===== config.mk =====
export PLATFORM = sky130hd
export DESIGN_NAME = syscall_print_unit_flat
export DESIGN_NICKNAME = d
export VERILOG_FILES = /design/src/rtl/syscall_print_unit_pkg.sv /design/src/rtl/syscall_print_unit_if.sv /design/src/rtl/syscall_print_unit_byte_sel.sv /design/src/rtl/syscall_print_unit.sv /design/src/flat_wrapper.sv
export SDC_FILE = /design/constraint.sdc
export NUM_CORES = 1
export LEC_CHECK = 0
export CAP_MARGIN = 10
export CORE_MARGIN = 3
export CORE_UTILIZATION = 35
export DETAILED_ROUTE_END_ITERATION = 7
export GPL_TIMING_DRIVEN = 0
export PLACE_DENSITY_LB_ADDON = 0.1
export SLEW_MARGIN = 15
export SYNTH_ARGS = -nofsm -noshare
export SYNTH_HDL_FRONTEND = slang
export SYNTH_SLANG_ARGS = --single-unit

===== constraint.sdc =====
create_clock -name clk -period 5.7 [get_ports clk]
set_clock_uncertainty 0.1 [all_clocks]
set_input_delay 1.14 -clock clk [delete_from_list [all_inputs] [get_ports clk]]
set_output_delay 1.14 -clock clk [all_outputs]
set_load 0.01 [all_outputs]

===== src/rtl/syscall_print_unit_pkg.sv =====
// syscall_print_unit_pkg: service codes, FSM states and dispatch helper for the syscall print engine.
package syscall_print_unit_pkg;
  localparam logic [31:0] SYS_PRINT_INT  = 32'd1;
  localparam logic [31:0] SYS_PRINT_STR  = 32'd4;
  localparam logic [31:0] SYS_EXIT       = 32'd10;
  localparam logic [31:0] SYS_PRINT_CHAR = 32'd11;
  typedef enum logic [2:0] {IDLE, FETCH, WAIT, EMIT, INT, HALTED} state_t;
  function automatic logic stall_code(input logic [31:0] v);
`ifdef SYSCALL_PRINT_CHAR_EN
    return v == SYS_PRINT_INT || v == SYS_PRINT_STR || v == SYS_PRINT_CHAR;
`else
    return v == SYS_PRINT_INT || v == SYS_PRINT_STR;
`endif
  endfunction
endpackage


===== src/rtl/syscall_print_unit_if.sv =====
// syscall_print_unit_if: syscall request, memory read port, output stream and pipeline status.
interface syscall_print_unit_if #(parameter int ADDR_W = 32);
  logic              syscall_valid;
  logic [31:0]       v0;
  logic [31:0]       a0;
  logic              mem_rd_en;
  logic [ADDR_W-1:0] mem_addr;
  logic [31:0]       mem_rdata;
  logic              out_valid;
  logic              out_ready;
  logic              out_is_int;
  logic [31:0]       out_data;
  logic              stall;
  logic              busy;
  logic              halt;
  logic              trunc;
  modport master (
    input  syscall_valid, v0, a0, mem_rdata, out_ready,
    output mem_rd_en, mem_addr, out_valid, out_is_int, out_data, stall, busy, halt, trunc
  );
  modport slave (
    output syscall_valid, v0, a0, mem_rdata, out_ready,
    input  mem_rd_en, mem_addr, out_valid, out_is_int, out_data, stall, busy, halt, trunc
  );
endinterface


===== src/rtl/syscall_print_unit_byte_sel.sv =====
// syscall_byte_sel: big-endian 4:1 byte mux with null-terminator flag.
module syscall_byte_sel (
  input  logic [31:0] word,
  input  logic [1:0]  sel,
  output logic [7:0]  chr,
  output logic        is_null
);
  always_comb begin
    chr = sel == 2'd0 ? word[31:24] : sel == 2'd1 ? word[23:16] : sel == 2'd2 ? word[15:8] : word[7:0];
    is_null = chr == 8'h00;
  end
endmodule


===== src/rtl/syscall_print_unit.sv =====
// syscall_print_unit: multi-cycle print_int/print_string/exit service engine that stalls the front end.
// Optional print_char service (v0=11) is enabled by defining SYSCALL_PRINT_CHAR_EN.
module syscall_print_unit
  import syscall_print_unit_pkg::*;
#(
  parameter int MAX_LEN = 256,
  parameter int ADDR_W  = 32
) (
  input logic clk,
  input logic rst_n,
  syscall_print_unit_if.master bus
);
  localparam int CW = $clog2(MAX_LEN + 1);
  state_t            state;
  logic [ADDR_W-1:0] ptr;
  logic [CW-1:0]     count;
  logic [31:0]       a0_q;
  logic [31:0]       word;
  logic              is_int;
  logic              halt_q;
  logic              trunc_q;
  logic [7:0]        chr;
  logic              is_null;
  logic              at_max;
  logic              emit_ok;
  syscall_byte_sel u_sel (.word(word), .sel(ptr[1:0]), .chr(chr), .is_null(is_null));
  always_comb begin
    at_max         = count == CW'(MAX_LEN);
    emit_ok        = state == EMIT && !is_null && !at_max;
    bus.out_valid  = state == INT || emit_ok;
    bus.out_is_int = state == INT && is_int;
    bus.out_data   = state == INT ? (is_int ? a0_q : {24'b0, a0_q[7:0]}) : emit_ok ? {24'b0, chr} : '0;
    bus.mem_rd_en  = state == FETCH;
    bus.mem_addr   = state == FETCH ? {ptr[ADDR_W-1:2], 2'b00} : '0;
    bus.busy       = state != IDLE;
    bus.stall      = (state != IDLE && state != HALTED) || (bus.syscall_valid && state == IDLE && stall_code(bus.v0));
    bus.halt       = halt_q;
    bus.trunc      = trunc_q;
  end
  always_ff @(posedge clk) begin
    if (!rst_n) begin
      state   <= IDLE;
      ptr     <= '0;
      count   <= '0;
      a0_q    <= '0;
      word    <= '0;
      is_int  <= 1'b0;
      halt_q  <= 1'b0;
      trunc_q <= 1'b0;
    end else begin
      case (state)
        IDLE: if (bus.syscall_valid) begin
          a0_q    <= bus.a0;
          trunc_q <= 1'b0;
          if (bus.v0 == SYS_PRINT_INT) begin
            is_int <= 1'b1;
            state  <= INT;
          end
`ifdef SYSCALL_PRINT_CHAR_EN
          else if (bus.v0 == SYS_PRINT_CHAR) begin
            is_int <= 1'b0;
            state  <= INT;
          end
`endif
          else if (bus.v0 == SYS_PRINT_STR) begin
            ptr   <= bus.a0[ADDR_W-1:0];
            count <= '0;
            state <= FETCH;
          end else if (bus.v0 == SYS_EXIT) begin
            halt_q <= 1'b1;
            state  <= HALTED;
          end
        end
        INT: if (bus.out_ready) state <= IDLE;
        FETCH: state <= WAIT;
        WAIT: begin
          word  <= bus.mem_rdata;
          state <= EMIT;
        end
        EMIT: if (is_null) state <= IDLE;
        else if (at_max) begin
          trunc_q <= 1'b1;
          state   <= IDLE;
        end else if (bus.out_ready) begin
          // leaving the last byte of a word needs a fresh fetch
          ptr   <= ptr + ADDR_W'(1);
          count <= count + CW'(1);
          state <= ptr[1:0] == 2'd3 ? FETCH : EMIT;
        end
        default: ;
      endcase
    end
  end
endmodule

===== src/flat_wrapper.sv =====
// flat-port wrapper written by rule: the top's interface ports become plain ports
module syscall_print_unit_flat import syscall_print_unit_pkg::*;
#(
  parameter int MAX_LEN = 256,
  parameter int ADDR_W  = 32
)
  (clk, rst_n, bus_syscall_valid, bus_v0, bus_a0, bus_mem_rdata, bus_out_ready, bus_mem_rd_en, bus_mem_addr, bus_out_valid, bus_out_is_int, bus_out_data, bus_stall, bus_busy, bus_halt, bus_trunc);
  syscall_print_unit_if #(.ADDR_W(ADDR_W)) bus_i ();
  input logic clk;
  input logic rst_n;
  input wire logic [$bits(bus_i.syscall_valid)-1:0] bus_syscall_valid;
  input wire logic [$bits(bus_i.v0)-1:0] bus_v0;
  input wire logic [$bits(bus_i.a0)-1:0] bus_a0;
  input wire logic [$bits(bus_i.mem_rdata)-1:0] bus_mem_rdata;
  input wire logic [$bits(bus_i.out_ready)-1:0] bus_out_ready;
  output wire logic [$bits(bus_i.mem_rd_en)-1:0] bus_mem_rd_en;
  output wire logic [$bits(bus_i.mem_addr)-1:0] bus_mem_addr;
  output wire logic [$bits(bus_i.out_valid)-1:0] bus_out_valid;
  output wire logic [$bits(bus_i.out_is_int)-1:0] bus_out_is_int;
  output wire logic [$bits(bus_i.out_data)-1:0] bus_out_data;
  output wire logic [$bits(bus_i.stall)-1:0] bus_stall;
  output wire logic [$bits(bus_i.busy)-1:0] bus_busy;
  output wire logic [$bits(bus_i.halt)-1:0] bus_halt;
  output wire logic [$bits(bus_i.trunc)-1:0] bus_trunc;
  assign bus_i.syscall_valid = bus_syscall_valid;
  assign bus_i.v0 = bus_v0;
  assign bus_i.a0 = bus_a0;
  assign bus_i.mem_rdata = bus_mem_rdata;
  assign bus_i.out_ready = bus_out_ready;
  assign bus_mem_rd_en = bus_i.mem_rd_en;
  assign bus_mem_addr = bus_i.mem_addr;
  assign bus_out_valid = bus_i.out_valid;
  assign bus_out_is_int = bus_i.out_is_int;
  assign bus_out_data = bus_i.out_data;
  assign bus_stall = bus_i.stall;
  assign bus_busy = bus_i.busy;
  assign bus_halt = bus_i.halt;
  assign bus_trunc = bus_i.trunc;
  syscall_print_unit #(.MAX_LEN(MAX_LEN), .ADDR_W(ADDR_W)) u_core (.clk(clk), .rst_n(rst_n), .bus(bus_i));
endmodule

### Word-level counts from Yosys, hierarchy flattened

Cells that the tools add are included.

* add/sub/neg operators: 2
* multipliers: 0
* div/mod/pow operators: 0
* order comparisons: 0
* equal/unequal tests: 22
* shift-type cells: 0
* mux-type cells: 35
* bitwise logic cells: 2
* reduce and logical (&&, ||, !) cells: 23

Operators with widths (count)
* $mux 32: 9
* $pmux 32 s2: 1
* $mux 9: 6
* $add 32x1->32 const B: 1
* $eq 32x1->1 const B: 1
* $eq 32x3->1 const B: 1
* $eq 32x4->1 const B: 1
* $mux 8: 4
* $mux 3: 8
* $pmux 9 s2: 1
* $pmux 3 s5: 1
* $ne 2x2->1 const B: 7
* $reduce_and 5->1: 2
* $add 9x1->9 const B: 1
* $eq 9x9->1 const B: 1
* $logic_not 8->1: 1
* $reduce_and 7->1: 1
* $eq 3x2->1 const B: 2
* $logic_and 1x1->1: 6
* $reduce_bool 5->1: 1
* $eq 2x2->1 const B: 2
* $ne 4x2->1 const B: 1
* $ne 4x4->1 const B: 1
* $reduce_and 4->1: 1
* 17 further kinds: 23

* register bits: 111
* latch bits: 0
* RAM bits: 0
* memory bits (read-only): 0
* input bits: 100
* output and inout bits: 71
* logic and storage cells: 92
* memories kept: 0

### Logic depth before layout (Yosys ltp)

* depth after elaboration: 10
* gate-level depth with buffers: 12
* gate-level depth less buffers: 8

### Hierarchy

From an unflattened synthesis, not the netlist that was laid out.

* cells, all modules: 783
* area, all modules: 5935.7 um^2

Modules (own cells, without submodules)
* syscall_print_unit: instances 1, cells each 770, area each 5714.2 um^2, sequential area each 2222.1 um^2
* syscall_byte_sel: instances 1, cells each 13, area each 221.5 um^2, sequential area each 0.0 um^2

### Worst setup path after synthesis

Ideal clock, no wire load.

* path type: flip-flop to output port
* from: register u_core.ptr[0]
* to: output bus_out_data[0]
* data arrival time: 2239 ps
* required time: 4460 ps
* slack: 2221 ps
* stages on the path, launching flop included: 10
* buffers on the path: 1
* cell sequence: dfxtp_1 -> inv_1 -> ha_1 -> buf_6 -> mux2i_1 -> o21ai_0 -> nor4_1 -> o21ai_0 -> nand3_1 -> o21ai_0

* cells in the longest elaborated chain, start to end: 10
* elaborated cells between the ends (all ways): 12

RTL lines
* start, declared: line syscall_print_unit.sv:15 `logic [ADDR_W-1:0] ptr;`
* start signal, assigned: line syscall_print_unit.sv:66 `ptr <= bus.a0[ADDR_W-1:0];`
* start signal, assigned: line syscall_print_unit.sv:86 `ptr <= ptr + ADDR_W'(1);`
* $eq 2x2->1: line syscall_print_unit_byte_sel.sv:9 `chr = sel == 2'd0 ? word[31:24] : sel == 2'd1 ? word[23:16] : sel == 2'd2 ? word[15:8] : word[7:0];`
* $mux 8 (2 in series): line syscall_print_unit_byte_sel.sv:9
* $mux 8 *: line syscall_print_unit_byte_sel.sv:9
* $logic_not 8->1: line syscall_print_unit_byte_sel.sv:10 `is_null = chr == 8'h00;`
* $logic_not 1->1: line syscall_print_unit.sv:29 `emit_ok = state == EMIT && !is_null && !at_max;`
* $logic_and 1x1->1 (2 in series): line syscall_print_unit.sv:29
* $mux 8 *: line syscall_print_unit.sv:32 `bus.out_data = state == INT ? (is_int ? a0_q : {24'b0, a0_q[7:0]}) : emit_ok ? {24'b0, chr} : '0;`
* $mux 32 *: line syscall_print_unit.sv:32
* end, declared: line flat_wrapper.sv:20 `output wire logic [$bits(bus_i.out_data)-1:0] bus_out_data;`

Mark *: on every way between the ends. The rest lies on a longest branch, timed or not.

### Worst setup path after layout

* from: register u_core.ptr[0]
* to: output bus_out_data[1]

Same word-level chain as after synthesis.

==> flow_summary.yaml <==
die:
  num_rows: 48
  core_sq_mm: 0.0174
  io_pins: 171
  start_util_pct: 35.8
  dieWidth_um: 139
  dieArea_sq_mm: 0.0194
  die_h_um: 139
synth:
  synthTopCellsByArea: "dfxtp_1 (36%), nand2_1 (10%), a21oi_1 (8.0%), and2_1 (6.1%), clkbuf_1 (3.0%)"
  synthFlopType: "dfxtp_1"
  yosysTopAreaCellShare_pct: 35.7
  ys_types: 75
  synth.avg_cell_area_sq_um: 7.58
  synth-seq-area-share_pct: 35.7
  syn_inst: 821
  yosys_warnings: 0
  synth_area_leader_cell: "dfxtp_1"
  ys_ff_latch: 111
  synth_area_sq_mm: 0.00622
  synth_edf_count: 0
  async_reset_ff_share_pct: 0
sta:
  min_period_ps: 5290
  maxSlewViolCount: 0
  rsz0062_at_grt: "false"
  setup_ws_ps: 409
  finalCritPeriodShare_pct: 92.8
  finalHoldViolations: 0
  slew_headroom_pct: 49.7
  setup_tns_ps: 0
  setup_violations: 0
  max_slew.worst_pin.slew_ps: 748
  fmax_mhz: 189
critical_path:
  path_delay_family: "compound AO/OA/AOI/OAI gates"
  r2r_start: "u_core.ptr[0]"
  path_buf_inv: 3
  cp-start-kind: "flip-flop"
  cp_common_cell: "o21ai_0"
  path_cells: "inv_1 > ha_1 > buf_6 > mux2i_1 > o21ai_0 > nor4_1 > o21ai_0 > nand3_1 > o21ai_0 > clkdlybuf4s50_1"
  crit_path_end_kind: "primary output"
  worstPathRequired_ps: 4460
  critical_path_class: "reg2out"
  crit_fanout: 10
  cp_slowest_stage_delay_ps: 610
  worst-endpoint-arrival_ps: 4050
  cp_slowest_cell: "clkdlybuf4s50_1"
  timing.critical_path.from: "u_core.ptr[0]"
drt:
  drcViolationCount: 0
  route.vias.total: 6682
  first_pass_iters: 5
  wirelength_mm: 22.6
  routedWlPerCell_um: 18.4
  viasPerCell: 5.43
  drtIter0Drc: 405
  ant_nets: 0
pwr:
  p_per_area_mw_per_mm2: 276
  leakagePower_nw: 2.89
  ir_worst_vdd_mv: 0.150
global_routing:
  grt_antenna_before_repair: 0
  grt_usage_pct: 22.8
  grt_max_degree: 21
  grt_pass1_vias: 6320
  grt_overflow: 0
  grt_first_pass_wirelength_mm: 35.2
placement:
  hpwl_mm: 17.1
  place_area_sq_mm: 0.00819
  place.gp.congestion: 0.864
  place_ws_ps: 603
  io_buffers: 168
clock_tree:
  worstSkewPairLatency_ps: 360
  hold_buffers: 0
  clock_sinks: 111
  cts_made_buffers: 9
  h-tree-depth: 3
  cts.repair.resized: 0
  clockRootBuffer: "clkbuf_16"
  cts_tree: "yes"
  cts_setup_buffers: 0
  path_clk_slew_ps: 80
  clockBufferDepth: 2
layout:
  layout-drive-gt1-share_pct: 5.67
  final_nets: 1107
  num-fill-cells: 1789
  syn2layout_area_growth_pct: 36.3
  n_antenna_cell: 0
  finalInstanceArea_sq_mm: 0.00847
worst_hold_path:
  worst_hold_startpoint: "u_core.a0_q[22]"
  hold_class: "reg2reg"
job:
  cap_violations: 0
status:
  outcome: "complete, no violations"
## cells in the mapped netlist, types with 3 or more instances
library cell  instances
o21ai_1               4
o21ai_2               3
a21oi_1             100
nand3_1              23
nor3_1               14
a32o_1                4
o21ai_0              30
dfxtp_1             111
o32ai_1               3
buf_2                 5
and3_1                8
o211ai_1              6
or4_1                 3
and4_1                6
a211oi_1             18
buf_6                 5
clkbuf_1             50
nor4_1               14
and2_1               61
a211o_1               3
nor2_1               27
a31o_2                3
or3_1                 5
o31ai_1              14
nand2_1             169
a22oi_1               3
nor4b_1               5
buf_4                 5
mux2i_1              15
o311ai_1              3
ha_1                  6
a31oi_1              15
inv_1                11
nand4_1              11
nor2b_1               8
## metrics by stage
stage | cells | utilization (%) | hold WS (ps) | power [mW]
after floorplan | 822 | - | 332 | 1.42
after global placement | 1215 | 47.2 | 339 | 1.71
after detailed placement | 1215 | 47.2 | 343 | 1.71
after CTS | 1231 | 48.8 | 355 | 2.35
after global routing | 1231 | 48.8 | 370 | 2.46
final | 1231 | 48.8 | 350 | 2.34
## registers in the layout, summed over array words and instances, names as in the netlist
register / flops
u_core.a0_q: 32
u_core.is_int: 1
u_core.bus.trunc: 1
u_core.bus.halt: 1
u_core.state: 3
u_core.word: 32
u_core.count: 9
u_core.ptr: 32
## where the power goes
part | internal, mW | leakage [nW] | switching [mW] | total (mW)
Sequential | 0.876 | 0.900 | 0.0814 | 0.957
Combinational | 0.287 | 1.84 | 0.458 | 0.746
Clock | 0.309 | 0.145 | 0.330 | 0.638
Total | 1.47 | 2.89 | 0.870 | 2.34
## routing by layer
layer | part of all wire [%] | track usage (%) | wire length (um)
met1 | 43 | 28.9 | 9770
met2 | 48 | 38.7 | 10900
met3 | 5.4 | 3.47 | 1220
met4 | 3.0 | 9.11 | 687
met5 | 0 | 0 | 0
## worst paths after layout
| check | to | slack [ps] | cells after the start |
|---|---|---|---|
| setup reg to reg | u_core.ptr[12] | 2540 | 11 |
| hold reg to reg | u_core.a0_q[22] | 350 | 2 |
| hold / removal | u_core.a0_q[22] | 350 | 2 |
| setup / recovery | bus_out_data[1] | 410 | 10 |
## cell type report
type	instances	area (sq um)	share of cell area (%)
Tap cell	225	282	3.32
Sequential cell	111	2220	26.2
Clock buffer	9	225	2.66
Buffer	69	339	4.00
Multi-Input combinational cell	631	3620	42.7
Inverter	11	41.3	0.487
Clock inverter	7	62.6	0.738
Timing Repair Buffer	168	1680	19.8
## worst reg2reg max path, delay by kind of cell, from the launching register on
kind            cells  cell delay, ps
mux                 1             250
fa+ha+maj           1             220
simple gates        2             770
buf+inv             4             710
compound gates      3             540
flops               1             430
## layout by cell type, fill, tap and decap left out, types with 4 or more instances in the layout
cell,synthesis,routed
and3_1,8,8
and4_1,6,6
nor3_1,14,14
buf_4,5,5
mux2i_1,15,15
o31ai_1,14,14
o211ai_1,6,6
nor2b_1,8,8
a21oi_1,100,100
a31oi_1,15,15
clkbuf_16,0,9
inv_1,11,11
nor4b_1,5,5
nand4_1,11,11
o21ai_0,30,30
buf_6,5,5
a32o_1,4,4
and2_1,61,61
nor4_1,14,14
ha_1,6,6
nand3_1,23,23
o21ai_1,4,4
or3_1,5,5
a211oi_1,18,18
dfxtp_1,111,111
clkdlybuf4s50_1,0,168
nand2_1,169,169
nor2_1,27,27
buf_2,5,5
clkbuf_1,50,50
## cells by family (layout without fill, tap and decap cells)
kind of cell,Yosys count,in the layout,synth area share (%)
flops,111,111,35.7
buf+inv,80,264,6.12
simple gates,372,372,30.2
other cells,1,2,0.0603
compound gates,234,234,23.9
xor+xnor,1,1,0.141
mux,16,16,2.59
fa+ha+maj,6,6,1.21
Note: power is estimated with default switching activity, not from simulation.
